$ cat src/rtl/pixel_array_readout_fifo_if.sv
// Consumer-side stream of the pixel readout FIFO.
//   OUT_DATA          head-of-FIFO beat (zero while OUT_VALID is low)
//   OUT_SOF/EOL/EOF   position tags of the head beat
//   OUT_VALID         FIFO holds at least one beat
//   OUT_READY         consumer takes the head when OUT_VALID is high
// master = FIFO side, slave = image consumer side.
interface pixel_array_readout_fifo_if #(
    parameter int DATA_W = 16
);
    logic [DATA_W-1:0] OUT_DATA;
    logic              OUT_SOF;
    logic              OUT_EOL;
    logic              OUT_EOF;
    logic              OUT_VALID;
    logic              OUT_READY;

    modport master (output OUT_DATA, OUT_SOF, OUT_EOL, OUT_EOF, OUT_VALID,
                    input  OUT_READY);
    modport slave  (input  OUT_DATA, OUT_SOF, OUT_EOL, OUT_EOF, OUT_VALID,
                    output OUT_READY);
endinterface

$ cat src/rtl/pixel_array_readout_fifo.sv
// Pixel array readout capture: detects beats on the DATA_OUT_CLK strobe,
// tags each beat with SOF/EOL/EOF from its array position and buffers it in
// a first-word-fall-through FIFO presented over a valid/ready stream.
//   SYSTEM_CLK    only clock
//   SYSTEM_RESET  synchronous active-high reset
//   FRAME_START   start-of-readout pulse (clears position counters)
//   DATA_OUT_CLK  beat strobe, same clock domain
//   DATA_IN       beat pixels
//   out_if        head-of-FIFO stream (data, tags, valid/ready)
//   FILL_LEVEL    occupied entries
//   OVERFLOW      sticky: beat dropped on a full FIFO
//   FRAME_ERROR   sticky: stray beat while idle or restart mid-frame
module pixel_array_readout_fifo #(
    parameter int WIDTH                  = 2,
    parameter int HEIGHT                 = 2,
    parameter int OUTPUT_BUS_PIXEL_WIDTH = 2,
    parameter int BIT_DEPTH              = 8,
    parameter int DEPTH                  = 8
) (
    input  logic                                        SYSTEM_CLK,
    input  logic                                        SYSTEM_RESET,
    input  logic                                        FRAME_START,
    input  logic                                        DATA_OUT_CLK,
    input  logic [OUTPUT_BUS_PIXEL_WIDTH*BIT_DEPTH-1:0] DATA_IN,
    pixel_array_readout_fifo_if.master                  out_if,
    output logic [$clog2(DEPTH+1)-1:0]                  FILL_LEVEL,
    output logic                                        OVERFLOW,
    output logic                                        FRAME_ERROR
);
    localparam int DW  = OUTPUT_BUS_PIXEL_WIDTH * BIT_DEPTH;
    localparam int EW  = DW + 3;
    localparam int BPR = WIDTH / OUTPUT_BUS_PIXEL_WIDTH;
    localparam int BCW = (BPR > 1) ? $clog2(BPR) : 1;
    localparam int RCW = (HEIGHT > 1) ? $clog2(HEIGHT) : 1;
    localparam int AW  = $clog2(DEPTH);

    typedef enum logic {IDLE, ACTIVE} state_t;

    typedef struct packed {
        logic          sof;
        logic          eol;
        logic          eof;
        logic [DW-1:0] data;
    } entry_t;

    state_t         state_q, state_d;
    logic           clk_q;
    logic [BCW-1:0] beat_cnt, b_eff;
    logic [RCW-1:0] row_cnt, r_eff;
    logic [AW:0]    wr_ptr, rd_ptr;
    entry_t         mem [DEPTH];
    entry_t         wr_ent, head;
    logic           beat, accept, err_set;
    logic           empty, full, push, pop, drop;

    assign beat = DATA_OUT_CLK & ~clk_q;

    // A FRAME_START coinciding with a beat re-bases that beat to position 0.
    assign b_eff = FRAME_START ? '0 : beat_cnt;
    assign r_eff = FRAME_START ? '0 : row_cnt;

    assign wr_ent.sof  = (b_eff == '0) && (r_eff == '0);
    assign wr_ent.eol  = (b_eff == BCW'(BPR - 1));
    assign wr_ent.eof  = wr_ent.eol && (r_eff == RCW'(HEIGHT - 1));
    assign wr_ent.data = DATA_IN;

    always_comb begin
        state_d = state_q;
        accept  = 1'b0;
        err_set = 1'b0;
        case (state_q)
            IDLE: begin
                if (FRAME_START) begin
                    state_d = ACTIVE;
                    accept  = beat;
                end else if (beat) begin
                    err_set = 1'b1;
                end
            end
            ACTIVE: begin
                accept  = beat;
                err_set = FRAME_START;
            end
            default: state_d = IDLE;
        endcase
        if (accept && wr_ent.eof)
            state_d = IDLE;
    end

    always_ff @(posedge SYSTEM_CLK) begin
        if (SYSTEM_RESET) state_q <= IDLE;
        else              state_q <= state_d;
    end

    // Counters advance on every accepted beat, dropped or not, so tags
    // keep tracking the physical array position.
    always_ff @(posedge SYSTEM_CLK) begin
        if (SYSTEM_RESET) begin
            clk_q    <= 1'b0;
            beat_cnt <= '0;
            row_cnt  <= '0;
        end else begin
            clk_q <= DATA_OUT_CLK;
            if (accept) begin
                if (wr_ent.eol) begin
                    beat_cnt <= '0;
                    row_cnt  <= wr_ent.eof ? '0 : r_eff + 1'b1;
                end else begin
                    beat_cnt <= b_eff + 1'b1;
                    row_cnt  <= r_eff;
                end
            end else if (FRAME_START) begin
                beat_cnt <= '0;
                row_cnt  <= '0;
            end
        end
    end

    // Pointer MSB differs only when the buffer has wrapped: full vs empty.
    assign empty = (wr_ptr == rd_ptr);
    assign full  = (wr_ptr[AW] != rd_ptr[AW]) && (wr_ptr[AW-1:0] == rd_ptr[AW-1:0]);
    assign pop   = ~empty & out_if.OUT_READY;
    assign push  = accept & (~full | pop);
    assign drop  = accept & full & ~pop;

    always_ff @(posedge SYSTEM_CLK) begin
        if (SYSTEM_RESET) begin
            wr_ptr      <= '0;
            rd_ptr      <= '0;
            OVERFLOW    <= 1'b0;
            FRAME_ERROR <= 1'b0;
        end else begin
            wr_ptr <= wr_ptr + (AW+1)'(push);
            rd_ptr <= rd_ptr + (AW+1)'(pop);
            if (drop)    OVERFLOW    <= 1'b1;
            if (err_set) FRAME_ERROR <= 1'b1;
        end
    end

    always_ff @(posedge SYSTEM_CLK) begin
        if (push) mem[wr_ptr[AW-1:0]] <= wr_ent;
    end

    assign head       = mem[rd_ptr[AW-1:0]];
    assign FILL_LEVEL = wr_ptr - rd_ptr;

    assign out_if.OUT_VALID = ~empty;
    assign out_if.OUT_DATA  = empty ? '0 : head.data;
    assign out_if.OUT_SOF   = ~empty & head.sof;
    assign out_if.OUT_EOL   = ~empty & head.eol;
    assign out_if.OUT_EOF   = ~empty & head.eof;
endmodule
$ cat src/flat_wrapper.sv
// flat-port wrapper written by rule: the top's interface ports become plain ports
module pixel_array_readout_fifo_flat 
#(
    parameter int WIDTH                  = 2,
    parameter int HEIGHT                 = 2,
    parameter int OUTPUT_BUS_PIXEL_WIDTH = 2,
    parameter int BIT_DEPTH              = 8,
    parameter int DEPTH                  = 8
)
  (SYSTEM_CLK, SYSTEM_RESET, FRAME_START, DATA_OUT_CLK, DATA_IN, FILL_LEVEL, OVERFLOW, FRAME_ERROR, out_if_OUT_DATA, out_if_OUT_SOF, out_if_OUT_EOL, out_if_OUT_EOF, out_if_OUT_VALID, out_if_OUT_READY);
  pixel_array_readout_fifo_if out_if_i ();
  input  logic SYSTEM_CLK;
  input  logic SYSTEM_RESET;
  input  logic FRAME_START;
  input  logic DATA_OUT_CLK;
  input  logic [OUTPUT_BUS_PIXEL_WIDTH*BIT_DEPTH-1:0] DATA_IN;
  output logic [$clog2(DEPTH+1)-1:0] FILL_LEVEL;
  output logic OVERFLOW;
  output logic FRAME_ERROR;
  output wire logic [$bits(out_if_i.OUT_DATA)-1:0] out_if_OUT_DATA;
  output wire logic [$bits(out_if_i.OUT_SOF)-1:0] out_if_OUT_SOF;
  output wire logic [$bits(out_if_i.OUT_EOL)-1:0] out_if_OUT_EOL;
  output wire logic [$bits(out_if_i.OUT_EOF)-1:0] out_if_OUT_EOF;
  output wire logic [$bits(out_if_i.OUT_VALID)-1:0] out_if_OUT_VALID;
  input wire logic [$bits(out_if_i.OUT_READY)-1:0] out_if_OUT_READY;
  assign out_if_OUT_DATA = out_if_i.OUT_DATA;
  assign out_if_OUT_SOF = out_if_i.OUT_SOF;
  assign out_if_OUT_EOL = out_if_i.OUT_EOL;
  assign out_if_OUT_EOF = out_if_i.OUT_EOF;
  assign out_if_OUT_VALID = out_if_i.OUT_VALID;
  assign out_if_i.OUT_READY = out_if_OUT_READY;
  pixel_array_readout_fifo #(.WIDTH(WIDTH), .HEIGHT(HEIGHT), .OUTPUT_BUS_PIXEL_WIDTH(OUTPUT_BUS_PIXEL_WIDTH), .BIT_DEPTH(BIT_DEPTH), .DEPTH(DEPTH)) u_core (.SYSTEM_CLK(SYSTEM_CLK), .SYSTEM_RESET(SYSTEM_RESET), .FRAME_START(FRAME_START), .DATA_OUT_CLK(DATA_OUT_CLK), .DATA_IN(DATA_IN), .out_if(out_if_i), .FILL_LEVEL(FILL_LEVEL), .OVERFLOW(OVERFLOW), .FRAME_ERROR(FRAME_ERROR));
endmodule
$ cat config.mk
export PLATFORM = sky130hd
export DESIGN_NAME = pixel_array_readout_fifo_flat
export DESIGN_NICKNAME = d
export VERILOG_FILES = /design/src/rtl/pixel_array_readout_fifo_if.sv /design/src/rtl/pixel_array_readout_fifo.sv /design/src/flat_wrapper.sv
export SDC_FILE = /design/constraint.sdc
export NUM_CORES = 1
export LEC_CHECK = 0
export BUFFER_PORTS_ARGS = -buffer_cell sky130_fd_sc_hd__clkbuf_2
export CAP_MARGIN = 40
export CORE_MARGIN = 2
export CORE_UTILIZATION = 30
export DETAILED_ROUTE_END_ITERATION = 8
export PLACE_DENSITY_LB_ADDON = 0.25
export SLEW_MARGIN = 25
export SYNTH_ARGS = -nofsm -noshare
export SYNTH_HDL_FRONTEND = slang
export SYNTH_SLANG_ARGS = --single-unit
$ cat constraint.sdc
create_clock -name SYSTEM_CLK -period 4 [get_ports SYSTEM_CLK]
set_input_delay 0.8 -clock SYSTEM_CLK [delete_from_list [all_inputs] [get_ports SYSTEM_CLK]]
set_output_delay 0.8 -clock SYSTEM_CLK [all_outputs]
set_load 0.05 [all_outputs]
==> impl_metrics.ini, run 1 <==
[pwr]
pwr-share-clk_pct = 39.6
intPower_mw = 3.25
p_per_area_mw_per_mm2 = 560
seq_power_share_pct = 44.0
total_power_mw = 4.39
peakVddDrop_v = 0.000337
p_leak_nw = 2.71
power_frac_comb_pct = 16.4
p_sw_mw = 1.13
switching_share_pct = 25.9

[synthesis]
synthesis.nets = 377
yosys.area.top_type = edfxtp_1
synthTopCellsByArea = edfxtp_1 (69%), mux4_2 (13%), dfxtp_1 (4.3%)
synth_area_mm2 = 0.00659
synth_top_cell_area_share_pct = 69.3
synthArstFlopShare_pct = 0
synthFlopType = edfxtp_1
synth-seq-cells = 166
synth_edf_count = 152
netlist_instances = 346
yosysSeqAreaShare_pct = 73.5
synth.distinct_cells = 36
yosysMostFrequentCell = edfxtp_1
ys_warn_count = 0
syn_avg_cell_area_um2 = 19.0
synth_commonest_cells = edfxtp_1 (152), inv_1 (40), mux4_2 (38)

[min_path]
hold_path_end = u_core.OVERFLOW
holdCritPathClass = register to register
min_from = u_core.OVERFLOW
min_path_cells = 2

[place]
port_buffers = 46
dp_hpwl_mm = 7.49
dpl_cell_area_mm2 = 0.00720
routabilityCongestion = 0.730
dp.cells = 671
post-place-ws_ns = 1.14

[critical_path]
worst_setup_path_end_kind = output pin
worstSetupPathType = register to output pin
regToRegStartpoint = u_core.rd_ptr[2]
worst_ep_required_time_ns = 3.20
cp-start-kind = register
reg2reg_depth = 9
reg2reg_slack_ns = 1.44
arrival_ns = 2.48
r2r_end = u_core.mem[1][4]
cp_max_fo = 19

[global_routing]
grtUsageTotal_pct = 11.6
grt_pass1_vias = 3403
grt_antenna_before_repair = 0
grt_pass1_wl_mm = 19.7
overflow = 0
grt_max_degree = 42

[clock_network]
clock_sinks = 166
cts_buffer_depth = 2
cts_resized = 0
numCtsBuffers = 17
htree_levels = 4
cts_tree = yes
clk_latency_ns = 0.43
worst_setup_hold_path_clk_slew_ns = 0.06
postCtsSetupRepairBufs = 0
root_buffer = clkbuf_16
cts.hold.buffers_added = 0

[floorplan]
rows = 54
dieArea_mm2 = 0.0232
core-area_mm2 = 0.0217
ios = 47
fp.dieH_um = 152
start_util_pct = 30.4
die_x_um = 152

[layout]
syn_to_final_growth_pct = 18.9
drive_gt1_share_pct = 33.6
final_core_util_pct = 36.1
layout.cells.non_filler = 703
n_fill_cell = 2020
nNetsFinal = 441
antenna_cells = 0
design_area_mm2 = 0.00784

[sta]
maxSlewViolCount = 0
tightest_slew_ns = 0.660
finalSetupTns_ns = 0
rsz0062_at_grt = false
finalHoldViolCount = 0
period_share_pct = 82.0
finClkSkew_ns = 0.0113
slew_headroom_pct = 56.0
setup_slack_ns = 0.721
setup_viol = 0
hold-worst-slack_ns = 0.495
fmax_ghz = 0.305
finalCriticalPeriod_ns = 3.28

[route]
drtIter0Drc = 151
maxUsedRoutingLayer = met4
wirelength_met1_mm = 5.62
viasPerCell = 4.55
wl_met2_mm = 6.48
route.met3.wl_um = 436
routed_wl_mm = 12.7
first_pass_iters = 4
ant_nets = 0
vias = 3201
drc = 0
wire_per_inst_um = 18.1

[run_status]
status = complete, no violations

[run]
drv_cap = 0
-- sequential cells by signal, indices dropped and copies added, names as in the netlist --
register,cells
u_core.mem,152
u_core.rd_ptr,4
u_core.wr_ptr,4
u_core.FRAME_ERROR,1
u_core.OVERFLOW,1
u_core.beat_cnt,1
u_core.clk_q,1
u_core.row_cnt,1
u_core.state_q,1
-- critical path: stages (launching register included) --
cell and delay (ns):
dfxtp_1 0.42, inv_1 0.11, ha_1 0.38, nand4_4 0.16
nand2_2 0.34, o22ai_1 0.30, clkbuf_2 0.33
-- cell type report --
| class | count | area [um2] | share of cell area (%) |
|---|---|---|---|
| timing repair buffer | 57 | 325 | 4.15 |
| clock inverter | 13 | 203 | 2.59 |
| sequential | 166 | 4850 | 61.9 |
| inverter | 47 | 176 | 2.25 |
| multi-input combinational | 121 | 1500 | 19.2 |
| tap | 280 | 350 | 4.47 |
| clock buffer | 19 | 433 | 5.52 |
-- cells in the final DEF, fill, tap and decap left out, drive strengths merged, types with 2 or more instances in the layout --
cell | synthesis | final
a21oi | 4 | 4
and2 | 2 | 2
buf | 10 | 11
bufinv | 0 | 5
clkbuf | 2 | 65
clkinv | 6 | 11
clkinvlp | 0 | 2
dfxtp | 14 | 14
edfxtp | 152 | 152
ha | 9 | 9
inv | 41 | 42
mux4 | 38 | 38
nand2 | 6 | 6
nand2b | 4 | 4
nand3 | 3 | 3
nor2 | 10 | 10
nor2b | 6 | 6
nor3 | 6 | 6
o22ai | 19 | 19
xnor2 | 5 | 5
xor2 | 2 | 2
-- how the worst max path moves through the flow --
| stage | to | slack (ns) | from |
|---|---|---|---|
| final | out_if_OUT_EOF | 0.72 | u_core.rd_ptr[2] |
| after CTS | out_if_OUT_EOF | 0.67 | u_core.rd_ptr[2] |
| after global routing | out_if_OUT_DATA[2] | 0.53 | u_core.rd_ptr[2] |
| after floorplan | u_core.mem[0][0] | 0.37 | u_core.rd_ptr[1] |
| after detailed placement | out_if_OUT_EOF | 1.14 | u_core.rd_ptr[2] |
| after global placement | out_if_OUT_SOF | 1.16 | u_core.rd_ptr[2] |
-- logic make-up after synthesis --
kind of cell,Yosys count,share of synthesized area (%)
compound gates,25,2.34
xor+xnor,7,1.04
fa+ha+maj,10,2.01
buf+inv,59,4.22
flops,166,73.5
mux,39,13.2
simple gates,40,3.70
-- power by group through the flow --
stage          Clock [mW]  Combinational [mW]  Sequential [mW]
2_1_floorplan           0               0.575             1.97
3_3_place_gp            0               0.735             1.97
3_5_place_dp            0               0.738             1.97
4_1_cts              1.78               0.740             1.93
5_1_grt              1.84               0.777             1.93
6_report             1.74               0.719             1.93
-- routing by layer --
layer  vias up  GRT usage [%]
li1       1463              -
met1      1666           14.4
met2        55           19.3
met3        17           3.07
met4         0           4.41
met5         -              0
Power figures use the tool's default switching activity.
==> run 2, diff against run 1 <==
Clock period 4 ns to 3.32 ns, I/O delays scaled along.
==> run 2 against run 1 <==
Compared with the run above:
- largest power group unchanged
- total power up 17%
- critical path depth unchanged
- non-clock buffer count up 3
- wire length down 0.13%
- first-iteration DRC count up 17%
==> impl_metrics.ini, run 2 (same netlist as run 1, synthesis figures left out) <==
[sta]
slew_headroom_pct = 57.2
period_share_pct = 92.4
finClkSkew_ns = 0.00818
finalCriticalPeriod_ns = 3.07
finalSetupTns_ns = 0
rsz0062_at_grt = false
setup_viol = 0
finalHoldViolCount = 0
maxSlewViolCount = 0
hold-worst-slack_ns = 0.465
tightest_slew_ns = 0.641
fmax_ghz = 0.326
setup_slack_ns = 0.254

[place]
routabilityCongestion = 0.730
dp_hpwl_mm = 7.44
dpl_cell_area_mm2 = 0.00723
port_buffers = 46
post-place-ws_ns = 0.537
dp.cells = 674

[critical_path]
worst_ep_required_time_ns = 2.66
worstSetupPathType = register to output pin
arrival_ns = 2.40
cp-start-kind = register
worst_setup_path_end_kind = output pin
cp_max_fo = 19

[pwr]
peakVddDrop_v = 0.000368
pwr-share-clk_pct = 37.7
total_power_mw = 5.14
switching_share_pct = 26.6
intPower_mw = 3.77
p_sw_mw = 1.37
p_per_area_mw_per_mm2 = 657
p_leak_nw = 2.71
power_frac_comb_pct = 17.0
seq_power_share_pct = 45.3

[floorplan]
core-area_mm2 = 0.0217
ios = 47
fp.dieH_um = 152
die_x_um = 152
rows = 54
start_util_pct = 30.4
dieArea_mm2 = 0.0232

[layout]
drive_gt1_share_pct = 34.5
seqCellArea_mm2 = 0.00485
design_area_mm2 = 0.00782
multi_input_area_mm2 = 0.00152
n_fill_cell = 2016
layout_common_cells = edfxtp_1 (152), clkbuf_2 (46), inv_1 (40)
largest_reg_flops = 152
nNetsFinal = 444
antenna_cells = 0
final_core_util_pct = 36.1
syn_to_final_growth_pct = 18.7
final_common_cell = edfxtp_1
layout.cells.non_filler = 706

[clock_network]
cts_buffer_depth = 2
worst_setup_hold_path_clk_slew_ns = 0.06
clk_latency_ns = 0.42
numCtsBuffers = 17
htree_levels = 4
clock_sinks = 166
root_buffer = clkbuf_16
cts_tree = yes

[route]
wire_per_inst_um = 18.0
routed_wl_mm = 12.7
drtIter0Drc = 176
viasPerCell = 4.57
first_pass_iters = 4
vias = 3227
drc = 0
ant_nets = 0

[global_routing]
grt_pass1_vias = 3442
grt_pass1_wl_mm = 20.0
grt_antenna_before_repair = 0
grtUsageTotal_pct = 11.6
overflow = 0
grt_max_degree = 42

[run_status]
status = complete, no violations

[run]
drv_cap = 0

[min_path]
holdCritPathClass = primary input to register
run 2: cell types whose count changed in the layout (fill, tap and decap cells not counted), sizes merged:
cell,previous run,this run
clkinv,11,12
inv,42,43
bufinv,5,3
clkbuf,65,64
buf,11,14
clkinvlp,2,3
run 2: repair_timing:
item                                    in CTS  in global routing
buffers inserted                             0                  0
endpoints found under the setup margin       0                  6
resized for setup                            0                  1
hold buffers                                 0                  0
run 2: routing by layer:
metal  GRT usage (%)  share of wire, %
met2            18.8                50
met1            15.0                45
met4            4.63               1.6
met3            3.10               3.9
met5               0                 0
run 2: worst paths after layout:
check / from / to / slack (ns) / cells past startpoint
max: u_core.rd_ptr[2] / out_if_OUT_EOL / 0.25 / 6
min: DATA_OUT_CLK / u_core.clk_q / 0.46 / 2
max reg2reg: u_core.wr_ptr[0] / u_core.mem[5][3] / 0.93 / 9
min reg2reg: u_core.OVERFLOW / u_core.OVERFLOW / 0.48 / 2
run 2: worst max-delay path, stage by stage, from the launching register on:
cell	delay, ns
dfxtp_1	0.44
inv_1	0.12
ha_1	0.39
nand4_4	0.17
nand2_4	0.21
o22ai_1	0.32
clkbuf_2	0.33
run 2: area by class of cell:
class,instances,area share (%)
multi-input combinational,121,19.4
timing repair buffer,60,4.45
inverter,47,2.25
clock buffer,18,5.49
tap,280,4.48
sequential,166,62.0
clock inverter,14,2.02
run 2: power by group through the flow:
stage	registers (mW)	logic, mW	clock network, mW
after floorplan	2.37	0.693	0
after global placement	2.37	0.890	0
after detailed placement	2.37	0.893	0
after CTS	2.33	0.895	1.99
after global routing	2.33	0.945	2.05
final	2.33	0.875	1.94
